===== src/rtl/sum_acc_pkg.sv =====
// Shared types and default widths for the sum accumulator slice.
package sum_acc_pkg;

  typedef enum logic [1:0] {
    IDLE = 2'd0,
    RUN  = 2'd1,
    DONE = 2'd2
  } state_t;

  localparam int DATA_W_DEF = 8;
  localparam int ACC_W_DEF  = 16;
  localparam int CNT_W_DEF  = 8;

endpackage


===== src/rtl/acc_add.sv =====
// Unsigned ACC_W-bit adder exposing the carry out of the top bit.
module acc_add #(
  parameter int ACC_W = 16
) (
  input  logic [ACC_W-1:0] a,
  input  logic [ACC_W-1:0] b,
  output logic [ACC_W-1:0] sum,
  output logic             carry
);

  assign {carry, sum} = {1'b0, a} + {1'b0, b};

endmodule


===== src/rtl/sum_accumulator.sv =====
// Accumulates a programmed number of unsigned sum samples over a
// valid/ready handshake; reports completion and a sticky overflow flag
// and holds the result until the next accepted start.
module sum_accumulator
  import sum_acc_pkg::*;
#(
  parameter int DATA_W = DATA_W_DEF,
  parameter int ACC_W  = ACC_W_DEF,
  parameter int CNT_W  = CNT_W_DEF
) (
  input  logic              clk,
  input  logic              rst,
  input  logic              start,
  input  logic [CNT_W-1:0]  len,
  input  logic              in_valid,
  input  logic [DATA_W-1:0] in_data,
  output logic              in_ready,
  output logic              busy,
  output logic              done,
  output logic [ACC_W-1:0]  acc_out,
  output logic [CNT_W-1:0]  count,
  output logic              ovf
);

  state_t             state_q;
  state_t             state_d;
  logic [CNT_W-1:0]   target_q;
  logic [CNT_W-1:0]   count_nxt;
  logic [ACC_W-1:0]   in_ext;
  logic [ACC_W-1:0]   acc_sum;
  logic               acc_carry;
  logic               xfer;
  logic               accept_start;
  logic               last_xfer;

  // Handshake and status are pure decodes of the state register so that
  // in_ready never depends combinationally on in_valid.
  assign in_ready     = (state_q == RUN);
  assign busy         = (state_q != IDLE);
  assign done         = (state_q == DONE);
  assign xfer         = in_valid && in_ready;
  assign accept_start = (state_q == IDLE) && start;
  assign count_nxt    = count + CNT_W'(1);
  assign last_xfer    = xfer && (count_nxt == target_q);
  assign in_ext       = ACC_W'(in_data);

  acc_add #(
    .ACC_W (ACC_W)
  ) u_acc_add (
    .a     (acc_out),
    .b     (in_ext),
    .sum   (acc_sum),
    .carry (acc_carry)
  );

  // State register; reset discards any partial run.
  always_ff @(posedge clk) begin
    if (rst) begin
      state_q <= IDLE;
    end else begin
      state_q <= state_d;
    end
  end

  // Next-state decode: a zero-length run goes straight to DONE, and
  // start is ignored outside IDLE.
  always_comb begin
    state_d = state_q;
    case (state_q)
      IDLE: begin
        if (start) begin
          state_d = (len != '0) ? RUN : DONE;
        end
      end
      RUN: begin
        if (last_xfer) begin
          state_d = DONE;
        end
      end
      DONE:    state_d = IDLE;
      default: state_d = IDLE;
    endcase
  end

  // Run length is captured with start and only compared during RUN.
  always_ff @(posedge clk) begin
    if (accept_start) begin
      target_q <= len;
    end
  end

  // Result registers: cleared on an accepted start, updated per transfer,
  // otherwise held so the last result stays readable after DONE.
  always_ff @(posedge clk) begin
    if (rst) begin
      acc_out <= '0;
      count   <= '0;
      ovf     <= 1'b0;
    end else if (accept_start) begin
      acc_out <= '0;
      count   <= '0;
      ovf     <= 1'b0;
    end else if (xfer) begin
      acc_out <= acc_sum;
      count   <= count_nxt;
      ovf     <= ovf | acc_carry;
    end
  end

endmodule


===== config.mk =====
export PLATFORM = sky130hd
export DESIGN_NAME = sum_accumulator
export DESIGN_NICKNAME = d
export VERILOG_FILES = /design/src/rtl/sum_acc_pkg.sv /design/src/rtl/acc_add.sv /design/src/rtl/sum_accumulator.sv
export SDC_FILE = /design/constraint.sdc
export NUM_CORES = 1
export LEC_CHECK = 0
export ABC_AREA = 0
export BUFFER_PORTS_ARGS = -buffer_cell sky130_fd_sc_hd__buf_4
export CAP_MARGIN = 20
export CORE_MARGIN = 4
export CORE_UTILIZATION = 45
export CTS_CLUSTER_SIZE = 25
export DETAILED_ROUTE_END_ITERATION = 8
export PLACE_DENSITY = 0.72
export SLEW_MARGIN = 5
export SYNTH_ARGS = -nofsm -noshare
export SYNTH_HDL_FRONTEND = slang
export SYNTH_SLANG_ARGS = --single-unit

===== constraint.sdc =====
create_clock -name clk -period 2.26 [get_ports clk]
set_clock_uncertainty 0.2 [all_clocks]
set_input_delay 0.113 -clock clk [delete_from_list [all_inputs] [get_ports clk]]
set_output_delay 0.113 -clock clk [all_outputs]
set_load 0.01 [all_outputs]

==> results by group, run 1 <==
Outcome
  • Run status: finished clean

Logic synthesis
  • Mapped Nets: 241
  • Share of the synthesized area in the top cell type: roughly 28%
  • Top post-synthesis cells by area: sky130_fd_sc_hd__dfxtp_1, sky130_fd_sc_hd__edfxtp_1, sky130_fd_sc_hd__xnor2_1, sky130_fd_sc_hd__ha_1, sky130_fd_sc_hd__a21oi_1
  • Largest family of logic cells by synthesized area: simple AND/OR/NAND/NOR gates
  • Synth Area in Compound Gates: 19.90%
  • Share of synthesized flip-flops with an asynchronous set or reset: 0%
  • Largest area contributor in the netlist: sky130_fd_sc_hd__dfxtp_1
  • Sequential fraction of the synthesis area: approximately two fifths
  • Simple logic cell fraction of the synthesized area: around 23%
  • Number of synthesized flops with an enable pin: 8
  • Total of flip-flops plus latches after synthesis: 35
  • Syn_area_per_cell: 9.120 um2
  • Mapped Cells: 211
  • Xor and xnor area share after synthesis: between 7 and 8%
  • Adder-cell share of the synthesized area: 6.892%
  • Number of warnings issued by yosys: 0
  • Combined area of all synthesized cells: 1924 um2
  • Mux contribution to synthesized area: 0.5202%
  • Most instantiated flip-flop cell in the synthesis netlist: sky130_fd_sc_hd__dfxtp_1
  • Library cells used by synthesis: 46

Power and ir drop
  • Switching power: around 0.35 mW
  • Part of the total power dissipated in the clock network: 38.3%
  • Design internal power: roughly 1.1 mW
  • Total Power: 1.450 mW
  • Worst vdd rail ir drop: 0.4403 mV
  • Share of total power in sequential cells: 46.7%
  • Net switching share of the total power: roughly a quarter
  • Total leakage power: 1.027 nW
  • Pwr/cell area: about 550 nW/um2
  • Combinational cell fraction of total power: 15.0%

STA
  • Period Utilization, post-route: 94.54%
  • Final Hold Violating Endpoints: 0
  • Slew headroom: 69.15%
  • Unrepaired setup endpoints after global routing: yes
  • Maximum clock frequency: 468.0 MHz
  • Time the worst path needs with I/O delays and setup: 2.137 ns
  • Transition time at the pin with the least slew margin: 0.4610 ns
  • Total negative setup slack: 0 ns
  • Number of endpoints failing setup at the final stage: 0
  • Final slew viol count: 0
  • Worst setup slack after layout: 0.1234 ns

Hold path
  • Hold Crit Class: in2reg

Global routing
  • Overall track demand over capacity in global routing: 18.03%
  • Number of antenna violations at the first check in global routing: 0
  • Via count of the first global-routing pass: 1781
  • Global-route wire length before repair: 7638 um
  • Pin count of the biggest net entering global routing: 22
  • Overflow after GRT: 0

Drt
  • Via density per instance: 5.544
  • Number of search-and-repair iterations in the first detailed-routing pass: 4
  • Total length of routed met2 wires: 2276 um
  • DRC violation count after routing: 0
  • Final WL: 4494 um
  • Total length of routed met3 wires: roughly 260 um
  • Vias: 1835
  • Wirelength per Cell: 13.58 um
  • WL met1: between 1500 and 2000 um
  • DRT antenna net count: 0
  • Initial detailed-routing violation count: 87
  • Max Used Layer: met4

Setup path
  • Required @ worst endpoint: 2.28 ns
  • Critical Path, Cell by Cell: ha_4, fa_2, a211oi_2, o21bai_1, a31oi_2, buf_4, o21ai_1, a21oi_1
  • Worst Path Buf+Inv: 1
  • WS Path Type: reg2reg
  • Crit path max fanout: 8
  • Data arrival time of the worst path: 2.16 ns
  • Maximum single-stage delay on the critical path: 0.40 ns
  • Startpoint class of the critical path: flip-flop
  • CP max-delay cell: sky130_fd_sc_hd__fa_2
  • Kind of cell adding the most delay to the critical path: compound AO/OA/AOI/OAI gates
  • CP Capture Type: flip-flop

CTS
  • Clk pin slew, worst setup/hold paths: 0.07 ns
  • Clock buffer count from CTS: 5
  • Clock tree from TritonCTS: yes
  • Clk sinks: 35
  • H-tree depth: 2
  • CTS Root Cell: sky130_fd_sc_hd__clkbuf_8
  • Post-CTS setup-driven buffer insertion count: 0
  • Number of buffers between clock root and the deepest sink: 2
  • Clk_lat worst skew: roughly 0.29 ns

Place
  • Placed instance area: 2404 um2
  • IO Port Bufs: 47
  • Detailed placer's ending HPWL: 3257 um
  • Final weighted congestion in routability-driven placement: slightly below 0.8
  • Worst Setup Slack post-DPL: 0.1108 ns

Finish
  • Area occupied by multi-input gates: between 1000 and 1500 um2
  • Fraction of final layout cells sized beyond drive strength 1: 27.05%
  • Storage element area: 782.0 um2
  • Final-stage net count: 310
  • Diode insertion count for antenna repair: 0
  • Fill cell instance count of the final layout: between 300 and 400
  • Non-Filler Cell Area, Final: 2630 um2
  • Synthesis-to-layout area growth: 36.67%

Floorplan
  • Row Count: 23
  • Initial standard-cell utilization of the core: 47.43%
  • Top Ports: 48
  • Floorplan core area: 4058 um2
  • Die footprint: 5387 um2
  • Die span in x: 73.40 um
  • Floorplan die height: approximately 73 um

Job
  • Number of violations of the max-capacitance limit: 0
kinds of logic after synthesis:
| kind of cell | count (synthesis) |
|---|---|
| and+or+nand+nor | 79 |
| AOI/OAI and AO/OA | 60 |
| xor gates and xnor gates | 17 |
| adders and majority gates | 10 |
| DFF | 35 |
| buffers and inverters | 9 |
| muxes | 1 |
state kept, by name, indices dropped and copies added (netlist names):
| name | cells |
|---|---|
| target_q | 8 |
| acc_out | 16 |
| ovf | 1 |
| state_q | 2 |
| count | 8 |
metrics by stage:
step / std cells / hold slack [ns] / utilization (%)
4_1_cts: 331 / 0.006547 / 64.32
3_5_place_dp: 313 / 0.09922 / 59.24
2_1_floorplan: 211 / -0.007689 / -
6_report: 331 / 0.02074 / 64.82
3_3_place_gp: 313 / 0.09941 / 59.24
5_1_grt: 331 / 0.04637 / 64.82
placed cells by master (no fill, tap or decap), types with 4 or more instances in the layout:
cell	netlist	layout
sky130_fd_sc_hd__nand2_1	18	18
sky130_fd_sc_hd__nor3_1	4	4
sky130_fd_sc_hd__or3_1	12	12
sky130_fd_sc_hd__nand3_1	7	7
sky130_fd_sc_hd__clkbuf_8	0	5
sky130_fd_sc_hd__xor2_1	4	4
sky130_fd_sc_hd__ha_1	9	8
sky130_fd_sc_hd__nand4_1	4	4
sky130_fd_sc_hd__xnor2_1	13	13
sky130_fd_sc_hd__edfxtp_1	8	8
sky130_fd_sc_hd__buf_4	0	58
sky130_fd_sc_hd__dfxtp_1	27	26
sky130_fd_sc_hd__nor2_1	12	12
sky130_fd_sc_hd__o21ai_0	15	11
sky130_fd_sc_hd__a21oi_1	20	20
sky130_fd_sc_hd__o21ai_1	0	4
sky130_fd_sc_hd__dlygate4sd3_1	0	10
repair_timing:
item | in CTS | in global routing
endpoints found under the hold margin | 10 | 0
resized for setup | 0 | 9
endpoints found under the setup margin | 0 | 10
hold buffers | 10 | 0
per-layer routing:
| metal | up-vias | GRT usage [%] |
|---|---|---|
| li1 | 920 | - |
| met1 | 860 | 20.14 |
| met2 | 49 | 33.27 |
| met3 | 6 | 4.241 |
| met4 | 0 | 6.036 |
| met5 | - | 0 |
worst min-delay path: cells and delay by family:
family	cells	cell delay, ns
and+or+nand+nor	1	0.04
adders and majority gates	1	0.11
AOI/OAI and AO/OA	1	0.11
buffers and inverters	1	0.09
worst paths after layout:
path	slack (ns)	startpoint	endpoint	cells past startpoint
max reg2reg	0.12	acc_out[0]	acc_out[10]	8
min reg2reg	0.28	acc_out[4]	acc_out[4]	2
max	0.12	acc_out[0]	acc_out[10]	8
min	0.02	in_data[0]	acc_out[0]	4
cell usage after synthesis (all sizes together), types with 2 or more instances:
library cell,number
a211o,2
a211oi,4
a21o,3
a21oi,20
a31oi,2
and2,2
clkbuf,5
dfxtp,27
edfxtp,8
ha,9
inv,3
nand2,18
nand2b,2
nand3,8
nand3b,2
nand4,4
nor2,12
nor2b,2
nor3,4
nor3b,2
nor4,3
o211ai,2
o21a,3
o21ai,15
o21bai,3
or2,2
or3,13
or4,3
xnor2,13
xor2,4
power groups by stage:
| stage | clock (mW) | sequential (mW) | combinational [mW] |
|---|---|---|---|
| floorplan | 0 | 0.691 | 0.114 |
| global placement | 0 | 0.690 | 0.197 |
| detailed placement | 0 | 0.691 | 0.200 |
| CTS | 0.567 | 0.676 | 0.215 |
| global route | 0.594 | 0.679 | 0.242 |
| finish | 0.555 | 0.677 | 0.218 |
area by class of cell:
cell class	count	area share, %
Clock buffer	7	2.902
Clock inverter	1	1.142
Inverter	3	0.4282
Multi-Input combinational cell	167	43.05
Sequential cell	35	29.73
Tap cell	50	2.379
Timing Repair Buffer	68	20.36
Power figures use the tool's default switching activity.
==> run 2: changes to the inputs <==
CTS_CLUSTER_DIAMETER = 40   (was unset)
PLACE_DENSITY = 0.77   (was 0.72)
==> results by group, run 2 (synthesis results as in run 1) <==
Finish
  • Final design utilization: 65.00% (was 64.82%)
  • Non-Filler Cell Area, Final: 2638 um2 (was 2630 um2)
  • Commonest non-fill, non-tap cell in the layout: sky130_fd_sc_hd__buf_4 (unchanged)
  • Diode insertion count for antenna repair: 0 (unchanged)
  • Flip-flop count of the largest register, all copies and words added: 16 (unchanged)
  • Synthesis-to-layout area growth: 37.06% (was 36.67%)
  • Registers with the most flip-flops: acc_out (16), count (8), target_q (8) (unchanged)
  • Final-stage net count: 313 (was 310)
  • Fill cell instance count of the final layout: 335 (was 346)
  • Largest register by flop count: acc_out (unchanged)
  • Fraction of final layout cells sized beyond drive strength 1: 27.46% (was 27.05%)
  • Most used cells in the layout excluding fill and tap cells: sky130_fd_sc_hd__buf_4, sky130_fd_sc_hd__dfxtp_1, sky130_fd_sc_hd__a21oi_1, sky130_fd_sc_hd__nand2_1, sky130_fd_sc_hd__o21ai_0 (was sky130_fd_sc_hd__buf_4, sky130_fd_sc_hd__dfxtp_1, sky130_fd_sc_hd__a21oi_1, sky130_fd_sc_hd__nand2_1, sky130_fd_sc_hd__xnor2_1)

Power and ir drop
  • Share of total power in sequential cells: 49.3% (was 46.7%)
  • Total Power: 1.372 mW (was 1.450 mW)
  • Worst vdd rail ir drop: 0.3264 mV (was 0.4403 mV)
  • Combinational cell fraction of total power: 16.1% (was 15.0%)
  • Total leakage power: 1.029 nW (was 1.027 nW)
  • Switching power: 0.3513 mW (was 0.3499 mW)
  • Net switching share of the total power: 25.60% (was 24.13%)
  • Pwr/cell area: 520.3 nW/um2 (was 551.4 nW/um2)
  • Part of the total power dissipated in the clock network: 34.6% (was 38.3%)
  • Design internal power: 1.021 mW (was 1.100 mW)

Drt
  • Final WL: 4463 um (was 4494 um)
  • Number of search-and-repair iterations in the first detailed-routing pass: 4 (unchanged)
  • Vias: 1820 (was 1835)
  • Initial detailed-routing violation count: 117 (was 87)
  • Via density per instance: 5.449 (was 5.544)
  • Wirelength per Cell: 13.36 um (was 13.58 um)
  • DRT antenna net count: 0 (unchanged)
  • DRC violation count after routing: 0 (unchanged)

Place
  • Detailed placer's ending HPWL: 3256 um (was 3257 um)
  • IO Port Bufs: 47 (unchanged)
  • Worst Setup Slack post-DPL: 0.1327 ns (was 0.1108 ns)
  • Placed instance area: 2411 um2 (was 2404 um2)
  • Final weighted congestion in routability-driven placement: 0.7849 (was 0.7783)

Setup path
  • Startpoint class of the critical path: flip-flop (unchanged)
  • Data arrival time of the worst path: 2.15 ns (was 2.16 ns)
  • Worst reg2reg startpoint: acc_out[3] (was acc_out[0])
  • Worst reg-to-reg setup slack: 0.14 ns (was 0.12 ns)
  • CP max-delay cell: sky130_fd_sc_hd__or3_1 (was sky130_fd_sc_hd__fa_2)
  • Endpoint of the worst setup timing path: acc_out[14] (was acc_out[10])
  • Worst flop-to-flop path endpoint: acc_out[14] (was acc_out[10])
  • Maximum single-stage delay on the critical path: 0.34 ns (was 0.40 ns)
  • Critical Path Source: acc_out[3] (was acc_out[0])
  • Count of cells along the worst register-to-register path: 7 (was 8)
  • Required @ worst endpoint: 2.29 ns (was 2.28 ns)
  • Critical Path, Cell by Cell: ha_1, o21ai_0, o21bai_1, a31oi_2, buf_4, or3_1, a21oi_1 (was ha_4, fa_2, a211oi_2, o21bai_1, a31oi_2, buf_4, o21ai_1, a21oi_1)
  • Crit path max fanout: 8 (unchanged)
  • CP Capture Type: flip-flop (unchanged)
  • WS Path Type: reg2reg (unchanged)

Global routing
  • Global-route wire length before repair: 7300 um (was 7638 um)
  • Overall track demand over capacity in global routing: 17.43% (was 18.03%)
  • Pin count of the biggest net entering global routing: 22 (unchanged)
  • Overflow after GRT: 0 (unchanged)
  • Via count of the first global-routing pass: 1694 (was 1781)
  • Number of antenna violations at the first check in global routing: 0 (unchanged)

STA
  • Final slew viol count: 0 (unchanged)
  • Number of endpoints failing setup at the final stage: 0 (unchanged)
  • Slew headroom: 68.89% (was 69.15%)
  • Maximum clock frequency: 471.7 MHz (was 468.0 MHz)
  • Worst setup slack after layout: 0.1399 ns (was 0.1234 ns)
  • Period Utilization, post-route: 93.81% (was 94.54%)
  • Time the worst path needs with I/O delays and setup: 2.120 ns (was 2.137 ns)
  • Post-Route Hold Slack: 0.09714 ns (was 0.02074 ns)
  • Final Hold Violating Endpoints: 0 (unchanged)
  • Transition time at the pin with the least slew margin: 0.4649 ns (was 0.4610 ns)

Floorplan
  • Initial standard-cell utilization of the core: 47.43% (unchanged)
  • Floorplan core area: 4058 um2 (unchanged)
  • Top Ports: 48 (unchanged)
  • Die footprint: 5387 um2 (unchanged)
  • Row Count: 23 (unchanged)
  • Floorplan die height: 73.40 um (unchanged)
  • Die span in x: 73.40 um (unchanged)

Job
  • Number of violations of the max-capacitance limit: 0 (unchanged)

CTS
  • Number of buffers between clock root and the deepest sink: 2 (unchanged)
  • Clock tree from TritonCTS: yes (unchanged)
  • Clock buffer count from CTS: 5 (unchanged)
  • CTS Root Cell: sky130_fd_sc_hd__clkbuf_8 (unchanged)
  • Clk pin slew, worst setup/hold paths: 0.07 ns (about the same)
  • Clk_lat worst skew: 0.29 ns (about the same)
  • H-tree depth: 2 (unchanged)
  • Clk sinks: 35 (unchanged)

Outcome
  • Run status: finished clean (unchanged)

Hold path
  • Hold Crit Class: in2reg (unchanged)
run 2: what timing repair did:
action                                 in CTS  in global routing
buffers inserted                            0                  1
gates resized for setup                     0                  4
setup endpoints to repair                   0                  5
endpoints found under the hold margin      12                  0
hold buffers                               11                  0
run 2: stage by stage:
step,setup TNS (ns),cells
after floorplan,0,211
after global placement,0,314
after detailed placement,0,314
after CTS,0,333
after global routing,-0.006392,334
final,0,334
run 2: power by group through the flow:
stage / Combinational [mW] / Sequential, mW / Clock [mW]
final: 0.220 / 0.677 / 0.475
after floorplan: 0.114 / 0.691 / 0
after global routing: 0.243 / 0.679 / 0.513
after detailed placement: 0.199 / 0.691 / 0
after CTS: 0.217 / 0.677 / 0.488
after global placement: 0.198 / 0.690 / 0
run 2: layer usage:
layer  global-route usage [%]  routed length, um  vias up
met5                        0                  0        -
met4                    7.243                 91        0
met3                    4.925                293       11
met2                    30.29               2195       51
met1                    19.95               1883      839
li1                         -                  -      919
run 2: how the worst min path moves through the flow:
stage | start | endpoint | slack [ns] | cells past startpoint
after CTS | in_data[1] | acc_out[1] | 0.09 | 4
after floorplan | rst | state_q[0] | -0.008 | 1
after global routing | in_data[1] | acc_out[1] | 0.12 | 4
final | in_data[2] | acc_out[2] | 0.1 | 4
after detailed placement | len[2] | target_q[2] | 0.1 | 1
after global placement | len[6] | target_q[6] | 0.1 | 1
run 2: area by class of cell:
cell class	count	area [um2]	area share, %
Tap cell	50	62.56	2.372
Inverter	3	11.26	0.4269
Clock inverter	1	5.005	0.1898
Timing Repair Buffer	71	560.5	21.25
Sequential cell	35	780.7	29.60
Multi-Input combinational cell	167	1131	42.88
Clock buffer	7	86.33	3.273
run 2: worst max-delay path, delay by kind of cell, from the launching register on:
family	cells	cell delay (ns)
flops	1	0.33
buf+inv	1	0.17
compound gates	4	0.68
simple gates	1	0.34
fa+ha+maj	1	0.33
